### config.mk
export PLATFORM = sky130hd
export DESIGN_NAME = fir_mac_sequencer
export DESIGN_NICKNAME = d
export VERILOG_FILES = /design/src/rtl/fir_ctrl_pkg.sv /design/src/rtl/sample_strobe_gen.sv /design/src/rtl/fir_mac_sequencer.sv
export SDC_FILE = /design/constraint.sdc
export NUM_CORES = 1
export LEC_CHECK = 0
export CORE_UTILIZATION = 32
export DETAILED_ROUTE_END_ITERATION = 10
export MAX_ROUTING_LAYER = met4
export SLEW_MARGIN = 10
export SYNTH_ARGS = -nofsm -noshare
export SYNTH_HDL_FRONTEND = slang
export SYNTH_HIERARCHICAL = 1
export SYNTH_SLANG_ARGS = --single-unit
### constraint.sdc
create_clock -name sys_clk -period 3 [get_ports sys_clk]
set_input_delay 0.45 -clock sys_clk [delete_from_list [all_inputs] [get_ports sys_clk]]
set_output_delay 0.45 -clock sys_clk [all_outputs]
set_load 0.05 [all_outputs]
### src/rtl/fir_ctrl_pkg.sv
// Shared definitions for the polyphase FIR control path: sequencer states and
// default timing constants used by both the sequencer and the FIR datapath.
package fir_ctrl_pkg;

    typedef enum logic [1:0] {
        StIdle,
        StWait,
        StMac,
        StDump
    } seq_state_e;

    localparam int unsigned DefaultNph = 4;
    localparam int unsigned DefaultDiv = 8;
    localparam int unsigned DefaultPhW = 2;

endpackage

### src/rtl/sample_strobe_gen.sv
// Sample-rate strobe and half-rate enable generator: internal divider or a
// one-cycle-delayed external strobe, both gated by the sequencer's run state.
module sample_strobe_gen
    import fir_ctrl_pkg::*;
#(
    parameter int unsigned DIV      = DefaultDiv,
    parameter bit          EXT_SYNC = 1'b0
) (
    input  logic sys_clk,
    input  logic reset,
    input  logic start,
    input  logic en,
    input  logic ext_strobe,
    output logic sam_clk_en,
    output logic sys_clk2_en
);

    localparam int unsigned     CntW   = (DIV > 1) ? $clog2(DIV) : 1;
    localparam logic [CntW-1:0] CntMax = CntW'(DIV - 1);

    logic [CntW-1:0] div_cnt_q, div_cnt_d;
    logic            sam_q, sam_d;
    logic            clk2_q, clk2_d;

    always_comb begin
        div_cnt_d = '0;
        if (en && (div_cnt_q != CntMax)) begin
            div_cnt_d = div_cnt_q + 1'b1;
        end

        if (EXT_SYNC) begin
            sam_d = en && ext_strobe;
        end else begin
            sam_d = en && (div_cnt_q == CntMax);
        end

        // Half-rate phase is anchored so the first active cycle reads 1.
        clk2_d = 1'b0;
        if (start) begin
            clk2_d = 1'b1;
        end else if (en) begin
            clk2_d = ~clk2_q;
        end
    end

    always_ff @(posedge sys_clk or posedge reset) begin
        if (reset) begin
            div_cnt_q <= '0;
            sam_q     <= 1'b0;
            clk2_q    <= 1'b0;
        end else begin
            div_cnt_q <= div_cnt_d;
            sam_q     <= sam_d;
            clk2_q    <= clk2_d;
        end
    end

    assign sam_clk_en  = sam_q;
    assign sys_clk2_en = clk2_q;

endmodule

### src/rtl/fir_mac_sequencer.sv
// Phase sequencer for the time-shared FIR multiplier: per sample strobe it steps
// NPH coefficient phases, then loads the output register, with sticky overrun.
module fir_mac_sequencer
    import fir_ctrl_pkg::*;
#(
    parameter int unsigned DIV      = DefaultDiv,
    parameter int unsigned NPH      = DefaultNph,
    parameter int unsigned PH_W     = DefaultPhW,
    parameter bit          EXT_SYNC = 1'b0
) (
    input  logic            sys_clk,
    input  logic            reset,
    input  logic            run,
    input  logic            ext_strobe,
    input  logic            ovr_clr,
    output logic            sam_clk_en,
    output logic            sys_clk2_en,
    output logic [PH_W-1:0] phase,
    output logic            acc_clr,
    output logic            acc_en,
    output logic            y_load,
    output logic            busy,
    output logic            overrun
);

    if ((DIV < NPH + 2) || ((2 ** PH_W) < NPH)) begin : gen_param_check
        $fatal(1, "fir_mac_sequencer: need DIV >= NPH+2 and 2**PH_W >= NPH");
    end

    localparam logic [PH_W-1:0] PhLast = PH_W'(NPH - 1);

    seq_state_e      state_q, state_d;
    logic [PH_W-1:0] phase_q, phase_d;
    logic            acc_clr_q, acc_clr_d;
    logic            acc_en_q, acc_en_d;
    logic            y_load_q, y_load_d;
    logic            busy_q, busy_d;
    logic            overrun_q, overrun_d;
    logic            gen_en;
    logic            gen_start;

    assign gen_en    = run && (state_q != StIdle);
    assign gen_start = run && (state_q == StIdle);

    sample_strobe_gen #(
        .DIV      (DIV),
        .EXT_SYNC (EXT_SYNC)
    ) u_strobe (
        .sys_clk     (sys_clk),
        .reset       (reset),
        .start       (gen_start),
        .en          (gen_en),
        .ext_strobe  (ext_strobe),
        .sam_clk_en  (sam_clk_en),
        .sys_clk2_en (sys_clk2_en)
    );

    always_ff @(posedge sys_clk or posedge reset) begin
        if (reset) begin
            state_q <= StIdle;
            phase_q <= '0;
        end else begin
            state_q <= state_d;
            phase_q <= phase_d;
        end
    end

    // Dropping run aborts any sample in flight; no y_load is issued for it.
    always_comb begin
        state_d = state_q;
        phase_d = '0;
        if (!run) begin
            state_d = StIdle;
        end else begin
            unique case (state_q)
                StIdle: state_d = StWait;
                StWait: begin
                    if (sam_clk_en) begin
                        state_d = StMac;
                    end
                end
                StMac: begin
                    if (phase_q == PhLast) begin
                        state_d = StDump;
                    end else begin
                        phase_d = phase_q + 1'b1;
                    end
                end
                StDump: state_d = StWait;
                default: state_d = StIdle;
            endcase
        end
    end

    // Strobes are decoded from the next state so the datapath sees flop outputs.
    always_comb begin
        acc_en_d  = (state_d == StMac);
        acc_clr_d = (state_d == StMac) && (phase_d == '0);
        y_load_d  = (state_d == StDump);
        busy_d    = (state_d == StMac) || (state_d == StDump);
        overrun_d = overrun_q;
        if (sam_clk_en && busy_q) begin
            overrun_d = 1'b1;
        end else if (ovr_clr) begin
            overrun_d = 1'b0;
        end
    end

    always_ff @(posedge sys_clk or posedge reset) begin
        if (reset) begin
            acc_clr_q <= 1'b0;
            acc_en_q  <= 1'b0;
            y_load_q  <= 1'b0;
            busy_q    <= 1'b0;
            overrun_q <= 1'b0;
        end else begin
            acc_clr_q <= acc_clr_d;
            acc_en_q  <= acc_en_d;
            y_load_q  <= y_load_d;
            busy_q    <= busy_d;
            overrun_q <= overrun_d;
        end
    end

    assign phase   = phase_q;
    assign acc_clr = acc_clr_q;
    assign acc_en  = acc_en_q;
    assign y_load  = y_load_q;
    assign busy    = busy_q;
    assign overrun = overrun_q;

endmodule

==> metrics.md <==
| Metric | Value |
|---|---|
| Setup crit end kind | `output port` |
| Total grt overflow | `0` |
| Internal power | `371 uW` |
| CTS root buffer | `clkbuf_4` |
| Post-layout util | `0.442` |
| Period utilization | `0.641` |
| Top Layer Used | `met3` |
| Share of cells above drive strength 1 | `0.0938` |
| Switching part of the total | `0.392` |
| Fill cell count | `176` |
| Worst-path fanout max | `4` |
| Post-CTS Setup Bufs | `0` |
| Worst-path clk slew | `0.07 ns` |
| Syn Inst Count | `49` |
| CP max stage delay | `0.82 ns` |
| CTS tree | `yes` |
| Tmin final | `1.92 ns` |
| Critical path arrival | `1.47 ns` |
| Setup Skew | `0.00268 ns` |
| Number of DRC markers in iteration 0 | `5` |
| Mapped Nets | `60` |
| LEAKAGE | `0.407 nW` |
| Initial antenna violation count | `0` |
| Met2 wire len | `399 microns` |
| PwrDens | `791 nW/um^2` |
| Starting Density | `0.342` |
| Reg with most FFs | `u_strobe/div_cnt_q` |
| Std cell rows | `15` |
| Comb pwr share | `0.424` |
| WL final | `853 microns` |
| First-pass GRT wire length | `1500 microns` |
| DRC viols | `0` |
| RSZ-0062 raised after global routing | `false` |
| Number of port buffers | `12` |
| Yosys reg bits | `14` |
| Buffer and inverter count on the worst path | `1` |
| Clock Power Share | `0.160` |
| Die width | `45.2 microns` |
| Peak supply drop | `0.394 mV` |
| Area of the mapped netlist | `597 sq um` |
| Die Y | `45.2 microns` |
| Distinct cells, synth | `18` |
| CP required | `2.55 ns` |
| Hold violation count in the final report | `0` |
| Average wire per standard cell | `9.58 microns` |
| Final hold slack | `0.394 ns` |
| TNS Setup | `0 ns` |
| Post-CTS sizing | `0` |
| Number of global-route vias before repair | `352` |
| M1 WL | `402 microns` |
| Slew Limit Headroom | `0.670` |
| Worst Max-Slew Pin Slew | `0.494 ns` |
| Clock buffer depth | `2` |
| Final #Nets | `77` |
| Max reg flops | `3` |
| Antenna Cells | `0` |
| Peak Freq | `520 MHz` |
| Setup CP Type | `register to output port` |
| NetSw | `239 uW` |
| CP delay by family, top | `buffers and inverters` |
| Clock latency on the worst-skew pair | `0.27 ns` |
| Outcome | `complete, no violations` |
| IO Pins | `14` |
| CP max-delay cell | `clkdlybuf4s50_1` |
| H-Tree Depth | `1` |
| CTS sink count | `14` |
| Core Box Area | `1750 sq um` |
| Total track usage | `0.109` |
| Startpoint Class | `register` |
| Final setup viols | `0` |
| Largest net degree at the start of global routing | `10` |
| Pre-antenna DRT Iters | `2` |
| Hold Buf Count CTS | `0` |
| Pins Over Slew Limit | `0` |
| Final GP Congestion | `0.668` |
| Post-synthesis sequential area ratio | `0.587` |
| Via-to-Cell Ratio | `4.22` |
| Seq pwr share | `0.416` |
| Layout area overhead | `29.1%` |
| Detail Route Antenna Nets | `0` |
| Met3 wire length | `51 microns` |
| Die area | `2040 sq um` |
| Hold Path Class | `input port to asynchronous set/reset pin` |
| Warning count from the yosys run | `6` |
| Syn Area/Cell | `12.2 sq um` |
| Max Cap Violations | `0` |
| Hpwl dp | `698 microns` |
| Number of buffers created by CTS | `3` |
| Cells along the critical path | `clkdlybuf4s50_1` |
| Vias post-DR | `376` |
-- stage by stage --
step | total power [mW] | area [sq um] | std cells | worst slack [ns]
6_report | 0.610 | 771 | 89 | 1.08
3_3_place_gp | 0.517 | 748 | 86 | 1.35
5_1_grt | 0.656 | 771 | 89 | 1.01
4_1_cts | 0.620 | 771 | 89 | 1.06
2_1_floorplan | 0.441 | 597 | 49 | 1.53
3_5_place_dp | 0.520 | 748 | 86 | 1.35
-- logic make-up (layout without fill, tap and decap cells) --
group                      count (synthesis)  in the layout  share of synthesized area
AOI/OAI and AO/OA                          5              5                     0.0713
DFF                                       14             14                      0.587
buffers and inverters                      9             24                     0.0566
and+or+nand+nor                           15             15                      0.159
adders and majority gates                  6              6                      0.126
-- cell usage after synthesis, drive strengths merged --
| master | n | share of area |
|---|---|---|
| nor4 | 1 | 0.010 |
| nor2 | 2 | 0.013 |
| nand2 | 2 | 0.013 |
| o221ai | 1 | 0.015 |
| nor3 | 1 | 0.0084 |
| o21ai | 1 | 0.0084 |
| and3 | 1 | 0.010 |
| nor3b | 1 | 0.021 |
| a221oi | 1 | 0.025 |
| ha | 6 | 0.13 |
| nand2b | 2 | 0.021 |
| and3b | 2 | 0.029 |
| inv | 9 | 0.057 |
| and2 | 3 | 0.034 |
| o22ai | 1 | 0.010 |
| a21o | 1 | 0.013 |
| dfrtp | 14 | 0.59 |
-- layer usage --
| layer | vias to the layer above | global-route usage |
|---|---|---|
| met5 | - | - |
| met4 | 0 | 0.0182 |
| met3 | 0 | 0.0720 |
| met2 | 11 | 0.139 |
| met1 | 173 | 0.144 |
| li1 | 192 | - |
-- layout make-up --
| class | count | area [sq um] | area share |
|---|---|---|---|
| Multi-Input combinational cell | 26 | 213 | 0.276 |
| Inverter | 9 | 33.8 | 0.0438 |
| Timing Repair Buffer | 12 | 120 | 0.156 |
| Clock buffer | 3 | 22.5 | 0.0292 |
| Tap cell | 25 | 31.3 | 0.0406 |
| Sequential cell | 14 | 350 | 0.455 |
-- layout by cell type (no fill, tap or decap) --
cell             count
nand2b_1             2
and2_2               1
and3b_1              2
nor3_1               1
nor4_1               1
a221oi_2             1
inv_1                9
nand2_1              2
clkbuf_4             3
ha_1                 6
nor3b_2              1
o21ai_0              1
o221ai_1             1
nor2_1               2
and2_1               2
dfrtp_1             14
o22ai_1              1
a21o_1               1
clkdlybuf4s50_1     12
and3_1               1
-- final timing paths --
check                                                     start                         endpoint  slack [ns]  cells past startpoint
worst min register to register  u_strobe/div_cnt_q[0]$_DFF_PP0_  u_strobe/div_cnt_q[0]$_DFF_PP0_        0.46                      1
worst max register to register             state_q[1]$_DFF_PP0_                 y_load$_DFF_PP0_        1.51                      6
max in group asynchronous                                 reset                acc_clr$_DFF_PP0_        2.31                      2
worst min-delay path                                      reset    u_strobe/sam_clk_en$_DFF_PP0_        0.39                      2
worst max-delay path              u_strobe/sam_clk_en$_DFF_PP0_                       sam_clk_en        1.08                      1
min in group sys_clk            u_strobe/div_cnt_q[0]$_DFF_PP0_  u_strobe/div_cnt_q[0]$_DFF_PP0_        0.46                      1
-- power by group through the flow --
stage               Clock, mW  Sequential [mW]  Combinational [mW]
CTS                     0.104            0.255               0.262
detailed placement          0            0.258               0.262
floorplan                   0            0.342              0.0996
finish                 0.0976            0.254               0.259
global route            0.114            0.258               0.283
global placement            0            0.257               0.260
Note: power is estimated with default switching activity, not from simulation.
